[src/rtl/fetch_unit.sv]
// fetch_unit: instruction fetch stage.
// Holds the program counter (driven on address), samples the combinational
// instruction return into an instruction register and offers it downstream
// over a valid/ready handshake. Handles start, halt detection, branch
// redirect and program-switch restart.
//
// Ports:
//   clk, rst_n     clock (rising edge), asynchronous active-low reset
//   programSelect  board switches; any change restarts into IDLE
//   start          begin fetching from address 0 (from IDLE or HALTED)
//   address        program counter, straight to instruction memory
//   instruction    combinational memory data for address
//   instrOut       instruction register
//   instrValid     instrOut holds an unconsumed instruction
//   instrReady     downstream accepts instrOut this cycle
//   instrPc        address instrOut was fetched from
//   branchValid    redirect request (honoured in FETCH/DRAIN only)
//   branchTarget   redirect address
//   halted         high while stopped after a HALT instruction
module fetch_unit #(
  parameter int unsigned ADDR_WIDTH  = 8,
  parameter int unsigned INSTR_WIDTH = 16,
  parameter logic [3:0]  HALT_OPCODE = 4'b1110
) (
  input  logic                   clk,
  input  logic                   rst_n,
  input  logic [7:0]             programSelect,
  input  logic                   start,
  output logic [ADDR_WIDTH-1:0]  address,
  input  logic [INSTR_WIDTH-1:0] instruction,
  output logic [INSTR_WIDTH-1:0] instrOut,
  output logic                   instrValid,
  input  logic                   instrReady,
  output logic [ADDR_WIDTH-1:0]  instrPc,
  input  logic                   branchValid,
  input  logic [ADDR_WIDTH-1:0]  branchTarget,
  output logic                   halted
);

  localparam int unsigned SEL_WIDTH = 8;

  typedef enum logic [1:0] {
    ST_IDLE   = 2'd0,
    ST_FETCH  = 2'd1,
    ST_DRAIN  = 2'd2,
    ST_HALTED = 2'd3
  } state_e;

  state_e                 state_q, state_d;
  logic [ADDR_WIDTH-1:0]  pc_q, pc_d;
  logic [INSTR_WIDTH-1:0] ir_q, ir_d;
  logic [ADDR_WIDTH-1:0]  ipc_q, ipc_d;
  logic                   valid_q, valid_d;
  logic [SEL_WIDTH-1:0]   sel_q, sel_d;
  logic                   halted_q;

  logic sel_change_c;
  logic is_halt_c;
  logic capture_c;

  assign sel_change_c = (programSelect != sel_q);
  assign is_halt_c    = (instruction[INSTR_WIDTH-1 -: 4] == HALT_OPCODE);
  assign capture_c    = !valid_q || instrReady;

  // State and datapath registers
  always_ff @(posedge clk or negedge rst_n) begin
    if (!rst_n) begin
      state_q  <= ST_IDLE;
      pc_q     <= '0;
      ir_q     <= '0;
      ipc_q    <= '0;
      valid_q  <= 1'b0;
      sel_q    <= '0;
      halted_q <= 1'b0;
    end else begin
      state_q  <= state_d;
      pc_q     <= pc_d;
      ir_q     <= ir_d;
      ipc_q    <= ipc_d;
      valid_q  <= valid_d;
      sel_q    <= sel_d;
      halted_q <= (state_d == ST_HALTED);
    end
  end

  // Next-state logic; branches of the if-chain encode event priority
  always_comb begin
    state_d = state_q;
    pc_d    = pc_q;
    ir_d    = ir_q;
    ipc_d   = ipc_q;
    valid_d = valid_q;
    sel_d   = sel_q;

    if (sel_change_c) begin
      sel_d   = programSelect;
      pc_d    = '0;
      valid_d = 1'b0;
      state_d = ST_IDLE;
    end else if (branchValid && (state_q == ST_FETCH || state_q == ST_DRAIN)) begin
      // Redirect discards the IR even if it is being accepted this cycle
      pc_d    = branchTarget;
      valid_d = 1'b0;
      state_d = ST_FETCH;
    end else if (start && (state_q == ST_IDLE || state_q == ST_HALTED)) begin
      pc_d    = '0;
      valid_d = 1'b0;
      state_d = ST_FETCH;
    end else begin
      unique case (state_q)
        ST_FETCH: begin
          if (capture_c) begin
            ir_d    = instruction;
            ipc_d   = pc_q;
            valid_d = 1'b1;
            if (is_halt_c) begin
              state_d = ST_DRAIN;
            end else begin
              pc_d = pc_q + ADDR_WIDTH'(1);
            end
          end
        end
        ST_DRAIN: begin
          if (instrReady) begin
            valid_d = 1'b0;
            state_d = ST_HALTED;
          end
        end
        ST_IDLE:   pc_d = '0;
        ST_HALTED: ;
        default:   state_d = ST_IDLE;
      endcase
    end
  end

  assign address    = pc_q;
  assign instrOut   = ir_q;
  assign instrPc    = ipc_q;
  assign instrValid = valid_q;
  assign halted     = halted_q;

endmodule

[config.mk]
export PLATFORM = sky130hd
export DESIGN_NAME = fetch_unit
export DESIGN_NICKNAME = d
export VERILOG_FILES = /design/src/rtl/fetch_unit.sv
export SDC_FILE = /design/constraint.sdc
export NUM_CORES = 1
export LEC_CHECK = 0
export BUFFER_PORTS_ARGS = -buffer_cell sky130_fd_sc_hd__buf_2
export CORE_MARGIN = 4
export CORE_UTILIZATION = 30
export DETAILED_ROUTE_END_ITERATION = 16
export GPL_ROUTABILITY_DRIVEN = 1
export HOLD_SLACK_MARGIN = 0.03
export SETUP_SLACK_MARGIN = 0.4
export SYNTH_ARGS = -nofsm -noshare
export SYNTH_HDL_FRONTEND = slang
export SYNTH_SLANG_ARGS = --single-unit
[constraint.sdc]
create_clock -name clk -period 3.41 [get_ports clk]
set_input_delay 0.8525 -clock clk [delete_from_list [all_inputs] [get_ports clk]]
set_output_delay 0.8525 -clock clk [all_outputs]
set_load 0.01 [all_outputs]
; Word-level counts from Yosys, hierarchy flattened
; Index checks and enable logic that the tools add are counted.
[totals]
output_inout_bits = 34
inputBits = 37
ff_bits = 44
[op_classes]
n_reduce_logical = 12
addsub = 1
n_bitwise = 3
eq_ne = 9
muxes = 19
[ops]
columns = op, n
row1 = two-way mux 8 bit, 5
row2 = one-hot mux 8 bit (2 select lines), 1
row3 = inequality test 5 x 3 -> 1 bit (second input constant), 3
row4 = two-way mux 2 bit, 6
row5 = nonzero test 5 bit, 2
row6 = adder 8 x 1 -> 8 bit (second input constant), 1
row7 = inequality test 8 bit, 1
row8 = equality test 2 bit (second input constant), 3
row9 = AND reduction 3 bit, 2
row10 = two-way mux 1 bit, 5
row11 = AND reduction 5 bit, 1
row12 = equality test 4 bit (second input constant), 1
row13 = one-hot mux 2 bit (2 select lines), 1
row14 = logical OR 1 bit, 3
row15 = NOT 1 bit, 3
row16 = equality test 2 x 1 -> 1 bit (second input constant), 1
row17 = logical AND 1 bit, 2
row18 = logical NOT 2 bit, 1
row19 = one-hot mux 1 bit (2 select lines), 1
row20 = logical NOT 1 bit, 1

; Depth between registers and ports, before layout
[depth]
word_depth = 8
mapped_depth = 8
mapped_depth_nobuf = 6

; Worst setup path before layout
; OpenSTA, ideal clock, no wires.
[synth_timing]
path_type = input to register
startpoint = input port programSelect[1]
endpoint = register ir_q[10] (netlist: instrOut[10])
n_path_buf = 2
arrival_time_ps = 2024
required_ps = 3285
cell_stages = 6
path_slack_ps = 1260
cell_sequence = xor2_1 nor4_2 and3_1 buf_6 buf_12 mux2_4
[synth_via]
elab_chain_len = 3
[synth_rtl]
columns = item, line
row1 = start: declaration, 27  ; input logic [7:0] programSelect,
row2 = inequality test 8 bit, 61  ; assign sel_change_c = (programSelect != sel_q);
row3 = NOT 1 bit (no source line), n/a
row4 = AND reduction 5 bit (no source line), n/a
row5 = end signal: assignment, 78  ; ir_q <= ir_d;
row6 = end: declaration, 51  ; logic [INSTR_WIDTH-1:0] ir_q, ir_d;
; No other way between the ends.
; A chain may end at the register's enable or synchronous reset.

; Final worst setup path
[layout_timing]
startpoint = register state_q[0]
endpoint = register ir_q[2] (netlist: instrOut[2])
[layout_via]
elab_chain_len = 5
[layout_rtl]
columns = item, line
row1 = start: declaration, 49  ; state_e state_q, state_d;
row2 = start signal: assignment, 76  ; state_q <= state_d;
row3 = equality test 2 bit (tied with other cells), 105  ; end else if (start && (state_q == ST_IDLE || state_q == ST_HALTED)) begin
row4 = "logical OR 1 bit, on equally long branches", "105, 100"
row5 = "logical AND 1 bit, on equally long branches", "105, 100"
row6 = NOT 1 bit (no source line), n/a
row7 = AND reduction 5 bit (no source line) *, n/a
; Mark *: on every way between the ends. The rest lies on a longest branch, timed or not.

==> flow_summary.json <==
{
  "leakage_nw": 1.34,
  "grt_pass1_wl_microns": 8230,
  "crit_family": "multiplexers",
  "hold_depth": 1,
  "intPower_uw": 788,
  "grt.total_usage_pct": 11.7,
  "setup_viol": 0,
  "synth_ff_type": "dfrtp_1",
  "tightest_slew_ps": 972,
  "worst-path-stages": 7,
  "ctsHoldBuffers": 0,
  "ant_nets": 0,
  "critPathMaxStageDelay_ps": 560,
  "crit_chain": "inv_1 > ha_1 > mux2_4 > nor3_1 > and3_1 > buf_4 > mux2_1",
  "synth.yosys.warnings": 0,
  "crit_type": "flop to flop",
  "worstSetupEndpointType": "flop",
  "status": "completed",
  "hold_viol": 0,
  "dp_hpwl_microns": 3660,
  "routed_via_density": 4.74,
  "power.density_nw_per_um2": 370,
  "ys_types": 42,
  "r2r.worst_path.cells": 7,
  "switching_power_uw": 212,
  "gp_congestion": 0.877,
  "final_cell_mix": "buf_2, dfrtp_1, mux2_4, a21oi_1, nand3_1",
  "cts_made_buffers": 5,
  "clockBufferDepth": 2,
  "cp_num_buf_inv": 2,
  "post_drt_wl_per_cell_microns": 14.9,
  "clock_latency_ps": 290,
  "drt-initial-drc-count": 83,
  "drive_gt1_share_pct": 43.0,
  "clk_pin_slew_ps": 80,
  "cap_viol_max_count": 0,
  "max_slew_margin_pct": 35.2,
  "slew_viol_final": 0,
  "crit_required_ps": 3590,
  "grt_pass1_vias": 1634,
  "drtPass1Iterations": 6,
  "finClkSkew_ps": 9.86,
  "grt-ovfl-total": 0,
  "n_antenna_cell": 0,
  "tns_ps": 0,
  "pwr-share-clk_pct": 41.9,
  "root_buffer": "clkbuf_8",
  "period_share_pct": 76.6,
  "switching_share_pct": 21.2,
  "power_frac_seq_pct": 52.8,
  "hold_class": "flop to flop",
  "syn_to_final_growth_pct": 22.6,
  "die_x_microns": 93.7,
  "rsz0062_at_grt": "false",
  "synth_seq_cells": 44,
  "post_cts_buffers": 0,
  "ir_worst_vdd_mv": 0.204,
  "antenna_found_initial": 0,
  "ys_seq_area_share_pct": 49.9,
  "drt_wl_total_microns": 5030,
  "cts_tree": "built",
  "fp-row-count": 30,
  "worstSetupStartpointType": "flop",
  "cts.sinks": 44,
  "post_cts_resized": 0,
  "synthesis.area_sq_um": 2200,
  "io_buffer_count": 70,
  "layout_commonest_cell": "buf_2",
  "ys_async_sr_fraction_pct": 100,
  "pin_count": 71,
  "pwr-share-comb_pct": 5.3,
  "htree_num_levels": 2,
  "power_mw": 1.00,
  "dieArea_sq_um": 8780,
  "avgSynthCellArea_sq_um": 12.3,
  "vias": 1603,
  "start_util_pct": 31.6,
  "fmax_mhz": 383,
  "min_period_ps": 2610,
  "grt_max_degree": 45,
  "crit_slowest_cell": "ha_1",
  "synth_edf_count": 0,
  "crit_arrival_ps": 2790,
  "drc": 0,
  "syn_inst": 179,
  "path_max_fanout": 24,
  "syn_nets": 221,
  "die_y_microns": 93.7,
  "coreArea_sq_um": 6980,
  "num-nets-final": 283
}
[worst paths after layout]
path | endpoint | slack, ps | from
max in group asynchronous | instrValid | 2080 | rst_n
hold / removal | instrOut[2] | 490 | instrOut[2]
setup / recovery | instrOut[2] | 800 | state_q[0]
setup reg to reg | instrOut[2] | 800 | state_q[0]
min in group asynchronous | instrPc[1] | 710 | rst_n
hold reg to reg | instrOut[2] | 490 | instrOut[2]
[final cells by class]
type	instances	area, sq um
fillers	710	4280
flip-flops and latches	44	1100
clock buffers	6	82.6
well taps	96	120
inverters	4	15.0
clock inverters	2	38.8
multi-input cells	115	987
repair buffers	71	358
[flip-flops by register name, summed over array words and instances (netlist names)]
name / cells
instrPc: 8
sel_q: 8
instrOut: 16
instrValid: 1
halted: 1
state_q: 2
address: 8
[per-layer routing]
metal | wire, microns | GRT usage, % | share of wire, % | vias up
met4 | 17 | 2.29 | 0.34 | 0
met3 | 342 | 3.37 | 6.8 | 4
met1 | 2400 | 16.1 | 48 | 772
met2 | 2270 | 18.5 | 45 | 54
met5 | 0 | 0 | 0 | -
li1 | - | - | - | 773
[power by group through the flow]
| stage | registers [mW] | logic (mW) | clock network (mW) |
|---|---|---|---|
| floorplan | 0.539 | 0.0195 | 0 |
| CTS | 0.528 | 0.0551 | 0.438 |
| global route | 0.529 | 0.0605 | 0.457 |
| detailed placement | 0.539 | 0.0552 | 0 |
| global placement | 0.539 | 0.0544 | 0 |
| finish | 0.528 | 0.0532 | 0.419 |
[Yosys cell counts, types with 3 or more instances]
cell type	instances	area share (%)
clkbuf_1	12	2.0
nand3_1	9	2.0
a21oi_1	12	2.7
mux2_1	4	2.0
o21ai_0	4	0.91
a211oi_1	4	1.4
nand2_1	5	0.85
ha_1	5	2.8
inv_1	4	0.68
a311oi_1	3	1.2
dfrtp_1	44	50
xor2_1	8	3.2
mux2_4	21	14
nor3_1	5	1.1
[cell families (layout without fill, tap and decap cells)]
family | count (synthesis) | in the layout | share of synthesized area, %
flip-flops | 44 | 44 | 49.9
multiplexers | 25 | 25 | 16.3
buffers and inverters | 20 | 83 | 5.28
AO/OA/AOI/OAI | 40 | 40 | 12.3
XOR/XNOR | 9 | 9 | 3.58
AND/OR/NAND/NOR | 36 | 36 | 9.76
adder cells (fa/ha/maj) | 5 | 5 | 2.84
[through the flow]
step / worst slack (ps) / instance area [sq um] / std cells / hold WS, ps / utilization (%)
after global placement: 853 / 2580 / 330 / 466 / 37.0
after CTS: 774 / 2700 / 338 / 494 / 38.7
after detailed placement: 783 / 2580 / 330 / 473 / 37.0
final: 798 / 2700 / 338 / 488 / 38.7
after global routing: 634 / 2700 / 338 / 510 / 38.7
after floorplan: 1260 / 2200 / 179 / 529 / -
Note: power is estimated with default switching activity, not from simulation.
